$ cat config.mk
export PLATFORM = sky130hd
export DESIGN_NAME = chi_scan_scheduler
export DESIGN_NICKNAME = d
export VERILOG_FILES = /design/src/rtl/chi_scan_scheduler.sv
export SDC_FILE = /design/constraint.sdc
export NUM_CORES = 2
export LEC_CHECK = 0
export BUFFER_PORTS_ARGS = -buffer_cell sky130_fd_sc_hd__buf_4
export CORE_ASPECT_RATIO = 0.75
export CORE_MARGIN = 2
export CORE_UTILIZATION = 40
export CTS_BUF_LIST = sky130_fd_sc_hd__clkbuf_4
export DETAILED_ROUTE_END_ITERATION = 16
export PLACE_DENSITY_LB_ADDON = 0.05
export SETUP_SLACK_MARGIN = 0.1
export SKIP_LAST_GASP = 1
export SLEW_MARGIN = 20
export SYNTH_ARGS = -nofsm -noshare
export SYNTH_HDL_FRONTEND = slang
export SYNTH_SLANG_ARGS = --single-unit
$ cat constraint.sdc
create_clock -name clk -period 29.9 [get_ports clk]
set_input_delay 2.99 -clock clk [delete_from_list [all_inputs] [get_ports clk]]
set_output_delay 2.99 -clock clk [all_outputs]
set_load 0.005 [all_outputs]
$ cat src/rtl/chi_scan_scheduler.sv
// chi_scan_scheduler: walks NUM_OSCILLATORS omega_dt values through a shared
// chi evaluator, one request at a time. It tracks the chi extrema, the index
// of the maximum and the count of boundary-class results, then publishes them
// at the end of each scan. Evaluations that never answer are cut off after
// TIMEOUT_CYCLES and flagged.
// Optional build macro: CHI_SCAN_CONTINUOUS_EN. When it is defined, each scan
// re-latches its inputs and starts again immediately after DONE.
module chi_scan_scheduler #(
    parameter int WIDTH           = 18,
    parameter int FRAC            = 14,
    parameter int NUM_OSCILLATORS = 21,
    parameter int TIMEOUT_CYCLES  = 15
) (
    input  logic                             clk,
    input  logic                             rst,
    input  logic                             clk_en,
    input  logic                             start,
    input  logic [NUM_OSCILLATORS*WIDTH-1:0] omega_dt_packed,
    input  logic [WIDTH-1:0]                 omega_dt_reference,
    output logic                             eval_req,
    output logic [WIDTH-1:0]                 eval_omega,
    output logic [WIDTH-1:0]                 eval_ref,
    input  logic                             eval_valid,
    input  logic [WIDTH-1:0]                 eval_chi,
    input  logic [1:0]                       eval_class,
    output logic                             busy,
    output logic                             done,
    output logic [WIDTH-1:0]                 chi_max,
    output logic [WIDTH-1:0]                 chi_min,
    output logic [4:0]                       chi_max_index,
    output logic [4:0]                       boundary_count,
    output logic                             timeout_err
);
    // The Q format needs at least a sign bit above the fraction.
    if (FRAC >= WIDTH) begin : g_frac_check
        $error("FRAC must be smaller than WIDTH");
    end

    localparam int WCW = (TIMEOUT_CYCLES < 2) ? 1 : $clog2(TIMEOUT_CYCLES);
    localparam logic [WIDTH-1:0] MOST_NEG = {1'b1, {(WIDTH-1){1'b0}}};
    localparam logic [WIDTH-1:0] MOST_POS = {1'b0, {(WIDTH-1){1'b1}}};
    localparam logic [4:0]       LAST_IDX = 5'(NUM_OSCILLATORS - 1);
    localparam logic [WCW-1:0]   WAIT_LAST = WCW'(TIMEOUT_CYCLES - 1);

    typedef enum logic [2:0] {S_IDLE, S_ISSUE, S_WAIT, S_UPDATE, S_DONE} state_t;

    state_t                                   state_q;
    logic [NUM_OSCILLATORS-1:0][WIDTH-1:0]    om_q;
    logic [WIDTH-1:0]                         ref_q;
    logic [4:0]                               idx_q;
    logic [WCW-1:0]                           wcnt_q;
    logic                                     res_vld_q;
    logic [WIDTH-1:0]                         res_chi_q;
    logic [1:0]                               res_cls_q;
    logic [WIDTH-1:0]                         acc_max_q, acc_min_q;
    logic [4:0]                               acc_idx_q, acc_cnt_q;
    logic [WIDTH-1:0]                         acc_max_d, acc_min_d;
    logic [4:0]                               acc_idx_d, acc_cnt_d;
    logic                                     eval_req_q, busy_q, done_q, tmo_q;
    logic [WIDTH-1:0]                         pub_max_q, pub_min_q;
    logic [4:0]                               pub_idx_q, pub_cnt_q;
    logic                                     launch;

    assign eval_req       = eval_req_q;
    assign eval_omega     = om_q[idx_q];
    assign eval_ref       = ref_q;
    assign busy           = busy_q;
    assign done           = done_q;
    assign timeout_err    = tmo_q;
    assign chi_max        = pub_max_q;
    assign chi_min        = pub_min_q;
    assign chi_max_index  = pub_idx_q;
    assign boundary_count = pub_cnt_q;

    // A scan begins on start from IDLE, or straight out of DONE in continuous mode.
`ifdef CHI_SCAN_CONTINUOUS_EN
    assign launch = (state_q == S_IDLE && start) || (state_q == S_DONE);
`else
    assign launch = (state_q == S_IDLE && start);
`endif

    // Fold the captured result into the accumulators; a timed-out slot leaves them untouched.
    always_comb begin
        acc_max_d = acc_max_q;
        acc_min_d = acc_min_q;
        acc_idx_d = acc_idx_q;
        acc_cnt_d = acc_cnt_q;
        if (res_vld_q) begin
            if ($signed(res_chi_q) > $signed(acc_max_q)) begin
                acc_max_d = res_chi_q;
                acc_idx_d = idx_q;
            end
            if ($signed(res_chi_q) < $signed(acc_min_q))
                acc_min_d = res_chi_q;
            if (res_cls_q == 2'b01)
                acc_cnt_d = acc_cnt_q + 5'd1;
        end
    end

    // Scan FSM with registered request, busy, done and published results.
    always_ff @(posedge clk or posedge rst) begin
        if (rst) begin
            state_q    <= S_IDLE;
            om_q       <= '0;
            ref_q      <= '0;
            idx_q      <= '0;
            wcnt_q     <= '0;
            res_vld_q  <= 1'b0;
            res_chi_q  <= '0;
            res_cls_q  <= '0;
            acc_max_q  <= '0;
            acc_min_q  <= '0;
            acc_idx_q  <= '0;
            acc_cnt_q  <= '0;
            eval_req_q <= 1'b0;
            busy_q     <= 1'b0;
            done_q     <= 1'b0;
            tmo_q      <= 1'b0;
            pub_max_q  <= '0;
            pub_min_q  <= '0;
            pub_idx_q  <= '0;
            pub_cnt_q  <= '0;
        end else if (clk_en) begin
            eval_req_q <= 1'b0;
            done_q     <= 1'b0;
            if (launch) begin
                om_q       <= omega_dt_packed;
                ref_q      <= omega_dt_reference;
                idx_q      <= '0;
                acc_max_q  <= MOST_NEG;
                acc_min_q  <= MOST_POS;
                acc_idx_q  <= '0;
                acc_cnt_q  <= '0;
                tmo_q      <= 1'b0;
                busy_q     <= 1'b1;
                eval_req_q <= 1'b1;
                state_q    <= S_ISSUE;
            end else begin
                case (state_q)
                    S_ISSUE: begin
                        wcnt_q    <= '0;
                        res_vld_q <= 1'b0;
                        state_q   <= S_WAIT;
                    end
                    S_WAIT: begin
                        // A result on the final wait cycle still counts as valid.
                        if (eval_valid) begin
                            res_vld_q <= 1'b1;
                            res_chi_q <= eval_chi;
                            res_cls_q <= eval_class;
                            state_q   <= S_UPDATE;
                        end else if (wcnt_q == WAIT_LAST) begin
                            tmo_q   <= 1'b1;
                            state_q <= S_UPDATE;
                        end else begin
                            wcnt_q <= wcnt_q + 1'b1;
                        end
                    end
                    S_UPDATE: begin
                        acc_max_q <= acc_max_d;
                        acc_min_q <= acc_min_d;
                        acc_idx_q <= acc_idx_d;
                        acc_cnt_q <= acc_cnt_d;
                        if (idx_q == LAST_IDX) begin
                            pub_max_q <= acc_max_d;
                            pub_min_q <= acc_min_d;
                            pub_idx_q <= acc_idx_d;
                            pub_cnt_q <= acc_cnt_d;
                            done_q    <= 1'b1;
                            state_q   <= S_DONE;
                        end else begin
                            idx_q      <= idx_q + 5'd1;
                            eval_req_q <= 1'b1;
                            state_q    <= S_ISSUE;
                        end
                    end
                    S_DONE: begin
                        busy_q  <= 1'b0;
                        state_q <= S_IDLE;
                    end
                    default: state_q <= S_IDLE;
                endcase
            end
        end
    end
endmodule

==> impl_metrics.tcl <==
set metrics [dict create \
    die-area_um2 62600 \
    path_common_cell "buf_4" \
    nets 3581 \
    min_to "om_q[124]" \
    numCtsBuffers 141 \
    grt_pass1_wl_um 125000 \
    drc 0 \
    p_switching_mw 1.25 \
    drt_iter0_drc 1644 \
    stdcell_area_um2 30400 \
    worstSetupEndpointType "output pin" \
    drive_above_1_share_pct 27.2 \
    finalCritPeriodShare_pct 25.4 \
    synth_ff_type "dfrtp_1" \
    grt_pass1_vias 21000 \
    r2r_cells 10 \
    syn_area_um2 24200 \
    ys_seq_area_share_pct 54.2 \
    fin_worst_skew_ns 0.0361 \
    netlist_instances 2615 \
    fmax_ghz 0.131 \
    area_growth_pct 25.4 \
    start_util_pct 40.2 \
    hold_viol_final 0 \
    avgSynthCellArea_um2 9.26 \
    placed_area_um2 28600 \
    vdd_drop_max_uv 46.5 \
    maxSlewViolCount 0 \
    period_needed_ns 7.61 \
    root_buffer "clkbuf_4" \
    syn-num-nets 3076 \
    slowest_delay_ns 0.81 \
    path_cells "buf_4 > buf_4 > mux4_2 > nand2_1 > nand2_1 > a21oi_1 > o22ai_1 > buf_4" \
    dp_cells 3776 \
    cts_resized 0 \
    fill_cells 5799 \
    rows 78 \
    grt_use_total_pct 26.3 \
    cts.sinks 525 \
    worst_slew_pin_slew_ns 1.09 \
    cts_tree "built" \
    synth_warnings 0 \
    post-route-util_pct 50.4 \
    cp-start-kind "flip-flop" \
    avgRoutedWirePerCell_um 20.3 \
    htreeDepth 4 \
    min_path_cells 2 \
    io_pins 507 \
    relSlewSlack_pct 27.2 \
    multi_input_area_um2 10300 \
    finalPower_mw 3.17 \
    reg2reg_slack_ns 25.93 \
    internal_power_mw 1.93 \
    ant_nets 0 \
    power_density_nw_per_um2 104 \
    critPathBufInv 3 \
    ctsLongestPathBuffers 3 \
    required_ns 26.91 \
    cp_max_fo 45 \
    hold_ws_ns 0.469 \
    crit_family "buffers and inverters" \
    clkTransAtPathRegs_ns 0.06 \
    cp.arrival_ns 4.62 \
    holdBufCountCts 0 \
    grt_antenna_before_repair 10 \
    cpMaxStageDelayCell "buf_4" \
    gp_congestion 0.895 \
    synth.distinct_cells 48 \
    rsz0062_at_grt "no" \
    combPwrFrac_pct 39.7 \
    max_cap_viol_count 0 \
    drt-pass1-iter-count 7 \
    ys_async_sr_fraction_pct 100 \
    routed_wl_um 81500 \
    core_um2 60200 \
    insertion_delay_ns 0.93 \
    ys_ff_latch 525 \
    setup_tns_ns 0 \
    portBuffers 506 \
    grt-ovfl-total 0 \
    r2r-start "idx_q[0]" \
    outcome "finished clean" \
    dieWidth_um 288 \
    p_leak_nw 15.7 \
    die_h_um 217 \
    final_cells 4018 \
    regArea_um2 13100 \
    synth_edf_count 0 \
    viasPerCell 5.13 \
    clkPwrFrac_pct 19.7 \
    fin_ws_ns 22.29 \
    hp-class "flip-flop to flip-flop" \
    p_seq_share_pct 40.6 \
    post-place-ws_ns 23.09 \
    vias 20600 \
    path_class "flip-flop to output pin" \
    setup_viol 0 \
    min_from "om_q[124]" \
    switching_share_pct 39.3 \
    grt_max_degree 119 \
    dp_hpwl_um 57300 \
    cts_setup_buffers 0 \
    r2r-end "idx_q[3]" \
]
## routing by layer
layer / up-vias / GRT usage, % / part of all wire, %
met5: - / 0 / 0.017
met4: 2 / 8.69 / 2.3
met3: 116 / 5.97 / 6.5
met2: 694 / 39.6 / 46
met1: 10100 / 37.5 / 45
li1: 9690 / - / -
## layout make-up
| class | instances | share of cell area, % |
|---|---|---|
| Antenna cell | 8 | 0.0659 |
| Clock buffer | 209 | 5.17 |
| Clock inverter | 24 | 0.387 |
| Inverter | 48 | 0.618 |
| Multi-Input combinational cell | 1871 | 33.9 |
| Sequential cell | 525 | 43.3 |
| Tap cell | 800 | 3.30 |
| Timing Repair Buffer | 533 | 13.3 |
## cell usage after synthesis, drive strengths merged (23+ instances only)
| library cell | count | area, um2 |
|---|---|---|
| a21oi | 56 | 280 |
| a22o | 24 | 210 |
| a31oi | 37 | 231 |
| buf | 35 | 146 |
| clkbuf | 136 | 510 |
| dfrtp | 525 | 13100 |
| ha | 40 | 500 |
| inv | 48 | 180 |
| mux2i | 23 | 234 |
| mux4 | 90 | 2030 |
| nand2 | 1326 | 4980 |
| nand3 | 26 | 130 |
| nand4 | 28 | 175 |
| nor2 | 36 | 135 |
| o21ai | 54 | 274 |
## worst reg2reg max path, delay by kind of cell (launching register included)
kind / cells / cell delay [ns]
buf+inv: 3 / 1.63
simple gates: 4 / 0.84
flops: 1 / 0.72
fa+ha+maj: 1 / 0.25
xor+xnor: 1 / 0.20
compound gates: 1 / 0.17
## power groups by stage
stage,clock [mW],combinational [mW],sequential (mW)
after floorplan,0,0.871,1.18
final,0.624,1.26,1.29
after global routing,0.688,1.40,1.33
after global placement,0,1.25,1.29
after CTS,0.645,1.27,1.28
after detailed placement,0,1.27,1.29
## cells in the final DEF (no fill, tap or decap), types with 3 or more instances in the layout
master | Yosys | routed
o21ai_1 | 30 | 30
buf_6 | 0 | 3
a21o_1 | 3 | 3
o21ai_0 | 23 | 23
o22ai_1 | 20 | 20
a31oi_1 | 37 | 37
xor2_1 | 3 | 3
nor2_1 | 36 | 35
dfrtp_1 | 525 | 521
clkinv_1 | 0 | 16
mux2_2 | 20 | 20
inv_1 | 48 | 47
ha_1 | 40 | 40
buf_4 | 0 | 529
nand2_1 | 1326 | 1326
and3_1 | 4 | 3
xnor2_1 | 4 | 4
a22oi_1 | 19 | 19
mux4_2 | 90 | 90
nor3_1 | 6 | 5
nor2b_1 | 6 | 6
clkbuf_4 | 0 | 209
nand3_1 | 26 | 24
a22o_1 | 24 | 24
and2_1 | 3 | 3
a21oi_1 | 56 | 56
inv_2 | 0 | 6
mux2i_1 | 22 | 22
diode_2 | 0 | 8
a2111oi_0 | 16 | 16
nand4_1 | 28 | 28
## sequential cells by signal, summed over array words and instances, names as in the netlist
| register | flops |
|---|---|
| acc_idx_q | 5 |
| state_q | 3 |
| om_q | 378 |
| acc_cnt_q | 5 |
| busy | 1 |
| chi_min | 18 |
| chi_max | 18 |
| res_vld_q | 1 |
| res_cls_q | 2 |
| eval_ref | 18 |
| res_chi_q | 18 |
| acc_max_q | 18 |
| acc_min_q | 18 |
| done | 1 |
| boundary_count | 5 |
| eval_req | 1 |
| idx_q | 5 |
| chi_max_index | 5 |
| timeout_err | 1 |
| wcnt_q | 4 |
## worst max-delay path by stage
stage / start / to / cells past startpoint
finish: idx_q[0] / eval_omega[10] / 8
global route: idx_q[0] / eval_omega[15] / 8
CTS: idx_q[0] / eval_omega[15] / 8
detailed placement: idx_q[0] / eval_omega[15] / 8
global placement: idx_q[0] / eval_omega[15] / 8
floorplan: rst / acc_cnt_q[0] / 1
## cells by family after synthesis
kind of cell               after synthesis  synth area share (%)
buffers and inverters                  219                  3.46
adders and majority gates               40                  2.07
DFF                                    525                  54.2
AOI/OAI and AO/OA                      243                  6.46
and+or+nand+nor                       1448                  23.2
muxes                                  133                  10.3
xor gates and xnor gates                 7                 0.253
Power figures use the tool's default switching activity.
